[src/rtl/regfile_wb_ctrl_pkg.sv]
// Shared types and constants for the register-file write-back controller.
// DATA_W of the users must not exceed WB_DATA_MAX; narrower data is zero-extended in the request struct.
package regfile_wb_ctrl_pkg;

   localparam int REG_ADDR_W  = 5;
   localparam int NUM_REGS    = 1 << REG_ADDR_W;
   localparam int WB_DATA_MAX = 64;

   localparam logic [REG_ADDR_W-1:0] ZERO_REG = '0;

   typedef struct packed {
      logic                   valid;
      logic [REG_ADDR_W-1:0]  rd;
      logic [WB_DATA_MAX-1:0] data;
      logic                   is_load;
   } wr_req_t;

   function automatic logic rd_match(input logic                  vld,
                                     input logic [REG_ADDR_W-1:0] rd,
                                     input logic [REG_ADDR_W-1:0] rs);
      return vld && (rd == rs);
   endfunction

endpackage

[src/rtl/regfile_wb_ctrl_wb_queue.sv]
// Ordered write queue: two enqueues per cycle (slot 0 first), one dequeue, bypass when empty,
// and per-entry destination compares for hazard detection.
module wb_queue
   import regfile_wb_ctrl_pkg::*;
#(
   parameter int DATA_W = 64,
   parameter int DEPTH  = 4,
   parameter int PTR_W  = $clog2(DEPTH)
) (
   input  logic                  i_clk,
   input  logic                  i_rst,
   input  logic                  i_In0Valid,
   input  logic [REG_ADDR_W-1:0] i_In0Rd,
   input  logic [DATA_W-1:0]     i_In0Data,
   input  logic                  i_In0IsLoad,
   input  logic                  i_In1Valid,
   input  logic [REG_ADDR_W-1:0] i_In1Rd,
   input  logic [DATA_W-1:0]     i_In1Data,
   input  logic                  i_In1IsLoad,
   input  logic [REG_ADDR_W-1:0] i_QueryRs1,
   input  logic [REG_ADDR_W-1:0] i_QueryRs2,
   output logic                  o_Ready,
   output logic                  o_NextValid,
   output logic [REG_ADDR_W-1:0] o_NextRd,
   output logic [DATA_W-1:0]     o_NextData,
   output logic                  o_NextIsLoad,
   output logic [DEPTH-1:0]      o_Rs1Hit,
   output logic [DEPTH-1:0]      o_Rs2Hit
);

   localparam logic [PTR_W:0] PTR_ONE = 1;

   wr_req_t        mem_q [DEPTH];
   logic [PTR_W:0] wr_ptr_q, wr_ptr_d, rd_ptr_q, rd_ptr_d, count;
   logic [PTR_W-1:0] wr_idx0, wr_idx1;
   logic           empty, full;
   wr_req_t        in0, in1, first, second, nxt, enq_a, enq_b;
   logic [1:0]     n_enq;

   assign count   = wr_ptr_q - rd_ptr_q;
   assign empty   = (wr_ptr_q == rd_ptr_q);
   assign full    = (wr_ptr_q[PTR_W] != rd_ptr_q[PTR_W]) &&
                    (wr_ptr_q[PTR_W-1:0] == rd_ptr_q[PTR_W-1:0]);
   // With the head leaving this cycle, only a full queue has fewer than two free slots.
   assign o_Ready = !full;
   assign wr_idx0 = wr_ptr_q[PTR_W-1:0];
   assign wr_idx1 = wr_idx0 + PTR_W'(1);

   always_comb begin
      in0    = '{valid: i_In0Valid, rd: i_In0Rd, data: WB_DATA_MAX'(i_In0Data), is_load: i_In0IsLoad};
      in1    = '{valid: i_In1Valid, rd: i_In1Rd, data: WB_DATA_MAX'(i_In1Data), is_load: i_In1IsLoad};
      first  = in0.valid ? in0 : in1;
      second = (in0.valid && in1.valid) ? in1 : '0;
      if (empty) begin
         nxt      = first;
         enq_a    = second;
         enq_b    = '0;
         rd_ptr_d = rd_ptr_q;
      end else begin
         nxt       = mem_q[rd_ptr_q[PTR_W-1:0]];
         nxt.valid = 1'b1;
         enq_a     = first;
         enq_b     = second;
         rd_ptr_d  = rd_ptr_q + PTR_ONE;
      end
      n_enq    = {1'b0, enq_a.valid} + {1'b0, enq_b.valid};
      wr_ptr_d = wr_ptr_q + (PTR_W+1)'(n_enq);
   end

   assign o_NextValid  = nxt.valid;
   assign o_NextRd     = nxt.rd;
   assign o_NextData   = nxt.data[DATA_W-1:0];
   assign o_NextIsLoad = nxt.is_load;

   always_ff @(posedge i_clk or posedge i_rst) begin
      if (i_rst) begin
         wr_ptr_q <= '0;
         rd_ptr_q <= '0;
      end else begin
         wr_ptr_q <= wr_ptr_d;
         rd_ptr_q <= rd_ptr_d;
      end
   end

   always_ff @(posedge i_clk) begin
      if (enq_a.valid) mem_q[wr_idx0] <= enq_a;
      if (enq_b.valid) mem_q[wr_idx1] <= enq_b;
   end

   for (genvar g = 0; g < DEPTH; g++) begin : g_hit
      logic [PTR_W-1:0] off;
      logic             live;
      assign off         = PTR_W'(g) - rd_ptr_q[PTR_W-1:0];
      assign live        = ({1'b0, off} < count);
      assign o_Rs1Hit[g] = rd_match(live, mem_q[g].rd, i_QueryRs1);
      assign o_Rs2Hit[g] = rd_match(live, mem_q[g].rd, i_QueryRs2);
   end

endmodule

[src/rtl/regfile_wb_ctrl.sv]
// Register-file write port driver: merges ALU and load writes through wb_queue, tracks busy registers.
// Optional WB_STATS_EN builds a saturating counter of not-ready cycles on o_StallCnt.
module regfile_wb_ctrl
   import regfile_wb_ctrl_pkg::*;
#(
   parameter int DATA_W = 64,
   parameter int DEPTH  = 4,
   parameter int PTR_W  = $clog2(DEPTH)
) (
   input  logic                  i_clk,
   input  logic                  i_rst,
   input  logic                  i_AluValid,
   input  logic [REG_ADDR_W-1:0] i_AluRd,
   input  logic [DATA_W-1:0]     i_AluData,
   input  logic                  i_LdIssue,
   input  logic [REG_ADDR_W-1:0] i_LdIssueRd,
   input  logic                  i_LdValid,
   input  logic [REG_ADDR_W-1:0] i_LdRd,
   input  logic [DATA_W-1:0]     i_LdData,
   input  logic [REG_ADDR_W-1:0] i_QueryRs1,
   input  logic [REG_ADDR_W-1:0] i_QueryRs2,
   output logic                  o_Ready,
   output logic                  o_Rs1Busy,
   output logic                  o_Rs2Busy,
   output logic                  o_RegWrite,
   output logic [REG_ADDR_W-1:0] o_WriteReg,
   output logic [DATA_W-1:0]     o_WriteData,
   output logic [31:0]           o_StallCnt
);

   logic                  q_ready, ld_acc, alu_acc;
   logic                  nxt_valid, nxt_is_load;
   logic [REG_ADDR_W-1:0] nxt_rd;
   logic [DATA_W-1:0]     nxt_data;
   logic [DEPTH-1:0]      rs1_hit, rs2_hit;
   wr_req_t               wb_q, wb_d;
   logic [NUM_REGS-1:0]   busy_q, busy_d;

   // Writes to x0 vanish here; writes arriving while not ready are a protocol error and dropped.
   assign ld_acc  = i_LdValid  && (i_LdRd  != ZERO_REG) && q_ready;
   assign alu_acc = i_AluValid && (i_AluRd != ZERO_REG) && q_ready;

   wb_queue #(.DATA_W(DATA_W), .DEPTH(DEPTH), .PTR_W(PTR_W)) u_queue (
      .i_clk        (i_clk),
      .i_rst        (i_rst),
      .i_In0Valid   (ld_acc),
      .i_In0Rd      (i_LdRd),
      .i_In0Data    (i_LdData),
      .i_In0IsLoad  (1'b1),
      .i_In1Valid   (alu_acc),
      .i_In1Rd      (i_AluRd),
      .i_In1Data    (i_AluData),
      .i_In1IsLoad  (1'b0),
      .i_QueryRs1   (i_QueryRs1),
      .i_QueryRs2   (i_QueryRs2),
      .o_Ready      (q_ready),
      .o_NextValid  (nxt_valid),
      .o_NextRd     (nxt_rd),
      .o_NextData   (nxt_data),
      .o_NextIsLoad (nxt_is_load),
      .o_Rs1Hit     (rs1_hit),
      .o_Rs2Hit     (rs2_hit)
   );

   always_comb begin
      wb_d         = wb_q;
      wb_d.valid   = 1'b0;
      wb_d.is_load = 1'b0;
      if (nxt_valid) begin
         wb_d.valid   = 1'b1;
         wb_d.rd      = nxt_rd;
         wb_d.data    = WB_DATA_MAX'(nxt_data);
         wb_d.is_load = nxt_is_load;
      end
   end

   // A new load issue to the register retiring this cycle must leave it busy, so set goes last.
   always_comb begin
      busy_d = busy_q;
      if (wb_q.valid && wb_q.is_load) busy_d[wb_q.rd] = 1'b0;
      if (i_LdIssue && (i_LdIssueRd != ZERO_REG)) busy_d[i_LdIssueRd] = 1'b1;
   end

   always_ff @(posedge i_clk or posedge i_rst) begin
      if (i_rst) begin
         wb_q   <= '0;
         busy_q <= '0;
      end else begin
         wb_q   <= wb_d;
         busy_q <= busy_d;
      end
   end

   assign o_Ready     = q_ready;
   assign o_RegWrite  = wb_q.valid;
   assign o_WriteReg  = wb_q.rd;
   assign o_WriteData = wb_q.data[DATA_W-1:0];

   // The entry on the write port is forwarded by the register file, so only queued/incoming writes count.
   assign o_Rs1Busy = (i_QueryRs1 != ZERO_REG) &&
                      (busy_q[i_QueryRs1] || (|rs1_hit) ||
                       rd_match(ld_acc, i_LdRd, i_QueryRs1) || rd_match(alu_acc, i_AluRd, i_QueryRs1));
   assign o_Rs2Busy = (i_QueryRs2 != ZERO_REG) &&
                      (busy_q[i_QueryRs2] || (|rs2_hit) ||
                       rd_match(ld_acc, i_LdRd, i_QueryRs2) || rd_match(alu_acc, i_AluRd, i_QueryRs2));

`ifdef WB_STATS_EN
   logic [31:0] stall_q;
   always_ff @(posedge i_clk or posedge i_rst) begin
      if (i_rst)                           stall_q <= '0;
      else if (!q_ready && stall_q != '1)  stall_q <= stall_q + 32'd1;
   end
   assign o_StallCnt = stall_q;
`else
   assign o_StallCnt = '0;
`endif

   a_no_write_when_full: assert property (@(posedge i_clk) disable iff (i_rst)
      !q_ready |-> !((i_AluValid && i_AluRd != ZERO_REG) || (i_LdValid && i_LdRd != ZERO_REG)));

endmodule

[config.mk]
export PLATFORM = sky130hd
export DESIGN_NAME = regfile_wb_ctrl
export DESIGN_NICKNAME = d
export VERILOG_FILES = /design/src/rtl/regfile_wb_ctrl_pkg.sv /design/src/rtl/regfile_wb_ctrl_wb_queue.sv /design/src/rtl/regfile_wb_ctrl.sv
export SDC_FILE = /design/constraint.sdc
export NUM_CORES = 1
export LEC_CHECK = 0
export ABC_AREA = 1
export BUFFER_PORTS_ARGS = -buffer_cell sky130_fd_sc_hd__buf_2
export CORE_MARGIN = 3
export CORE_UTILIZATION = 30
export CTS_CLUSTER_SIZE = 12
export DETAILED_ROUTE_END_ITERATION = 10
export GPL_TIMING_DRIVEN = 1
export HOLD_SLACK_MARGIN = 0.05
export PLACE_DENSITY_LB_ADDON = 0.2
export SLEW_MARGIN = 5
export SYNTH_ARGS = -nofsm -noshare
export SYNTH_HDL_FRONTEND = slang
export SYNTH_SLANG_ARGS = --single-unit
[constraint.sdc]
create_clock -name i_clk -period 7.15 [get_ports i_clk]
set_input_delay 1.43 -clock i_clk [delete_from_list [all_inputs] [get_ports i_clk]]
set_output_delay 1.43 -clock i_clk [all_outputs]
set_load 0.02 [all_outputs]
==> load_flow_metrics.sql <==
INSERT INTO impl_metrics (metric_group, metric, value, unit) VALUES
('clocking', 'numCtsBuffers', '48', ''),
('clocking', 'post-cts-setup-buffer-count', '0', ''),
('die', 'pin_count', '263', ''),
('sta', 'finClkSkew', '0.0150', 'ns'),
('global_route', 'first_global_vias', '19711', ''),
('pwr', 'vdd_drop_max', '0.231', 'mV'),
('synthesis', 'yosysSeqAreaShare', '50.1', '%'),
('worst_setup_path', 'critical-path-top-cell-by-count', 'nand2_1', ''),
('sta', 'grt_setup_unrepaired', 'no', ''),
('clocking', 'cts_resized', '0', ''),
('drt', 'post_drt_via_cell_ratio', '5.19', ''),
('synthesis', 'post_synthesis_cell_area', '22200', 'um2'),
('die', 'initial_utilization', '30.3', '%'),
('synthesis', 'synth.ff_latch_count', '389', ''),
('worst_setup_path', 'crit_cells', '15', ''),
('worst_setup_path', 'timing.critical_path.required', '5.72', 'ns'),
('sta', 'setup_viol_count_final', '0', ''),
('worst_setup_path', 'critical_path_arrival', '4.62', 'ns'),
('clocking', 'clock_h_tree_levels', '2', ''),
('die', 'dieArea', '77200', 'um2'),
('drt', 'routed-via-count', '19654', ''),
('worst_setup_path', 'startpoint', 'u_queue.rd_ptr_q[0]$_DFFE_PP0N_', ''),
('pwr', 'static-leakage-power', '10.4', 'nW'),
('clocking', 'clock_pin_slew_of_the_registers_on_the_worst_case_setup_and_hold_paths', '0.06', 'ns'),
('clocking', 'clock_sinks', '389', ''),
('die', 'rows', '99', ''),
('drt', 'drtAntennaViolNets', '0', ''),
('sta', 'post-route-min-period', '6.05', 'ns'),
('worst_setup_path', 'crit_path_start_kind', 'flip-flop', ''),
('placement', 'dpl.hpwl', '50.3', 'mm'),
('placement', 'port_buffers', '230', ''),
('layout', 'mostFrequentLayoutCells', 'nand2_1, o21ai_1, edfxtp_1', ''),
('layout', 'insertedDiodeCount', '0', ''),
('run', 'cap_viol_max_count', '0', ''),
('placement', 'placed_cell_count', '3697', ''),
('die', 'chipWidth', '278', 'um'),
('worst_setup_path', 'timing.critical_path.cells', 'inv_4, ha_1, nand2_1, inv_2, nand2_2, nand3_4, inv_2, buf_4, nand2_1, nand2_1, nor2_1, nand2_1, nor2_1, nor2_1, buf_2', ''),
('die', 'design.core.area', '73100', 'um2'),
('layout', 'final_layout_size_suffix_gt1_share', '13.9', '%'),
('sta', 'timing.final.crit_share', '84.7', '%'),
('drt', 'drt_iter0_drc', '1754', ''),
('global_route', 'antenna_found_initial', '0', ''),
('sta', 'clock.fmax', '165', 'MHz'),
('clocking', 'cts-hold-fix-buffers', '0', ''),
('worst_setup_path', 'cpPeakStageDelay', '0.76', 'ns'),
('sta', 'fin_tns_setup', '0', 'ns'),
('layout', 'final_nets', '2959', ''),
('drt', 'routedWlPerCell', '22.0', 'um'),
('layout', 'layout-area-overhead-vs-synth', '13.2', '%'),
('layout', 'layout.cells.most_common', 'nand2_1', ''),
('sta', 'finalHoldViolations', '0', ''),
('synthesis', 'syn-instance-count', '2721', ''),
('worst_hold_path', 'hold-path-cell-count', '2', ''),
('placement', 'finalWeightedCongestion', '0.850', ''),
('global_route', 'grt_start_max_net_pins', '92', ''),
('global_route', 'track_usage', '21.1', '%'),
('sta', 'maxSlewHeadroom', '22.8', '%'),
('die', 'floorplan.die.height', '278', 'um'),
('layout', 'post_layout_nonfiller_instances', '3785', ''),
('worst_setup_path', 'timing.reg2reg.worst_path_depth', '12', ''),
('synthesis', 'yosysWarningCount', '0', ''),
('worst_setup_path', 'crit_slowest_cell', 'inv_2', ''),
('status', 'status', 'finished, final reports clean', ''),
('drt', 'route.final.wire_length', '83.1', 'mm'),
('worst_setup_path', 'setup.worst_path.class', 'reg -> out', ''),
('drt', 'drcViolationCount', '0', ''),
('sta', 'finalWorstSetupSlack', '1.10', 'ns'),
('worst_setup_path', 'critical_path.n_buffers_inverters', '5', ''),
('sta', 'timing_worst_slew_pin_value', '1.16', 'ns'),
('synthesis', 'mean_area_per_synthesized_cell', '8.15', 'um2'),
('worst_setup_path', 'crit_end_category', 'primary output', '');
==> worst reg2reg max path, cell delays in order (launching register included) <==
cell,delay (ns)
dfrtp_4,0.48
inv_4,0.36
ha_1,0.33
nand2_1,0.14
inv_2,0.05
nand2_2,0.11
nand3_4,0.47
inv_2,0.80
nand2_2,0.21
nor2_4,0.28
nand2_4,0.33
o21ai_4,0.51
buf_4,0.83
==> through the flow <==
step	hold WS, ns	total power, mW	util [%]	cell area [um2]
2_1_floorplan	0.441	8.82	-	22300
3_3_place_gp	0.463	10.7	32.0	23400
3_5_place_dp	0.481	10.8	32.0	23400
4_1_cts	0.495	13.5	34.3	25100
5_1_grt	0.521	14.3	34.3	25100
6_report	0.489	13.4	34.3	25100
==> final cells by class <==
type                            instances  area (um2)
Clock buffer                           66        1400
Clock inverter                         22         287
Fill cell                            7690       48000
Inverter                              136         517
Multi-Input combinational cell       1954        9220
Sequential cell                       389       11100
Tap cell                              959        1200
Timing Repair Buffer                  259        1370
==> power by group <==
| part | switching (mW) | leakage [nW] | internal [mW] | total (mW) |
|---|---|---|---|---|
| logic | 4.55 | 5.61 | 1.75 | 6.30 |
| clock network | 1.02 | 0.833 | 1.59 | 2.61 |
| registers | 0.530 | 3.94 | 3.93 | 4.46 |
| total | 6.10 | 10.4 | 7.26 | 13.4 |
==> state kept, by name, indices dropped and copies added, names as in the netlist <==
| signal | count |
|---|---|
| u_queue.mem_q | 280 |
| wb_q | 1 |
| busy_q | 32 |
| o_WriteReg | 5 |
| o_RegWrite | 1 |
| u_queue.rd_ptr_q | 3 |
| u_queue.wr_ptr_q | 3 |
| o_WriteData | 64 |
==> synth_stat cells, drive strengths merged <==
cell type	instances	area (um2)
nand2	1015	3830
o21ai	429	2210
edfxtp	276	8290
buf	178	1190
nand3	169	858
a21oi	135	679
inv	131	492
dfrtp	109	2730
clkbuf	95	357
a221o	62	621
nor2	38	158
xnor2	30	263
ha	11	138
nand4	7	43.8
clkinv	5	18.8
o211ai	5	37.5
dfxtp	4	80.1
nor3	4	20.0
o21bai	4	30.0
xor2	3	26.3
a22oi	2	15.0
fa	2	40.0
o22ai	2	12.5
a21boi	1	7.51
a32oi	1	8.76
conb	1	3.75
nand3b	1	7.51
o21a	1	7.51
==> kinds of logic (layout without fill, tap and decap cells) <==
logic type	count (synthesis)	count (layout)	synth area share [%]
AO/OA/AOI/OAI	642	642	16.4
other	1	32	0.0169
buffers and inverters	409	483	9.27
adder cells (fa/ha/maj)	13	13	0.801
flip-flops	389	389	50.1
XOR/XNOR	33	33	1.30
AND/OR/NAND/NOR	1234	1234	22.2
==> layer usage <==
metal	GRT usage, %	share of wire (%)	vias to the layer above
li1	-	-	9231
met1	27.5	43	9599
met2	36.1	48	690
met3	2.97	6.0	134
met4	7.24	2.8	0
met5	0	0	-
==> worst paths after layout <==
kind	to	slack, ns
setup / recovery	o_Rs2Busy	1.10
setup reg to reg	u_queue.mem_q[3][60]$_DFFE_PP_	1.83
hold reg to reg	o_WriteData[0]$_DFFE_PP0P_	0.49
hold / removal	o_WriteData[0]$_DFFE_PP0P_	0.49
max in group asynchronous	u_queue.rd_ptr_q[0]$_DFFE_PP0N_	5.14
min in group asynchronous	o_WriteData[36]$_DFFE_PP0P_	0.90
(Power assumes the default switching activity.)
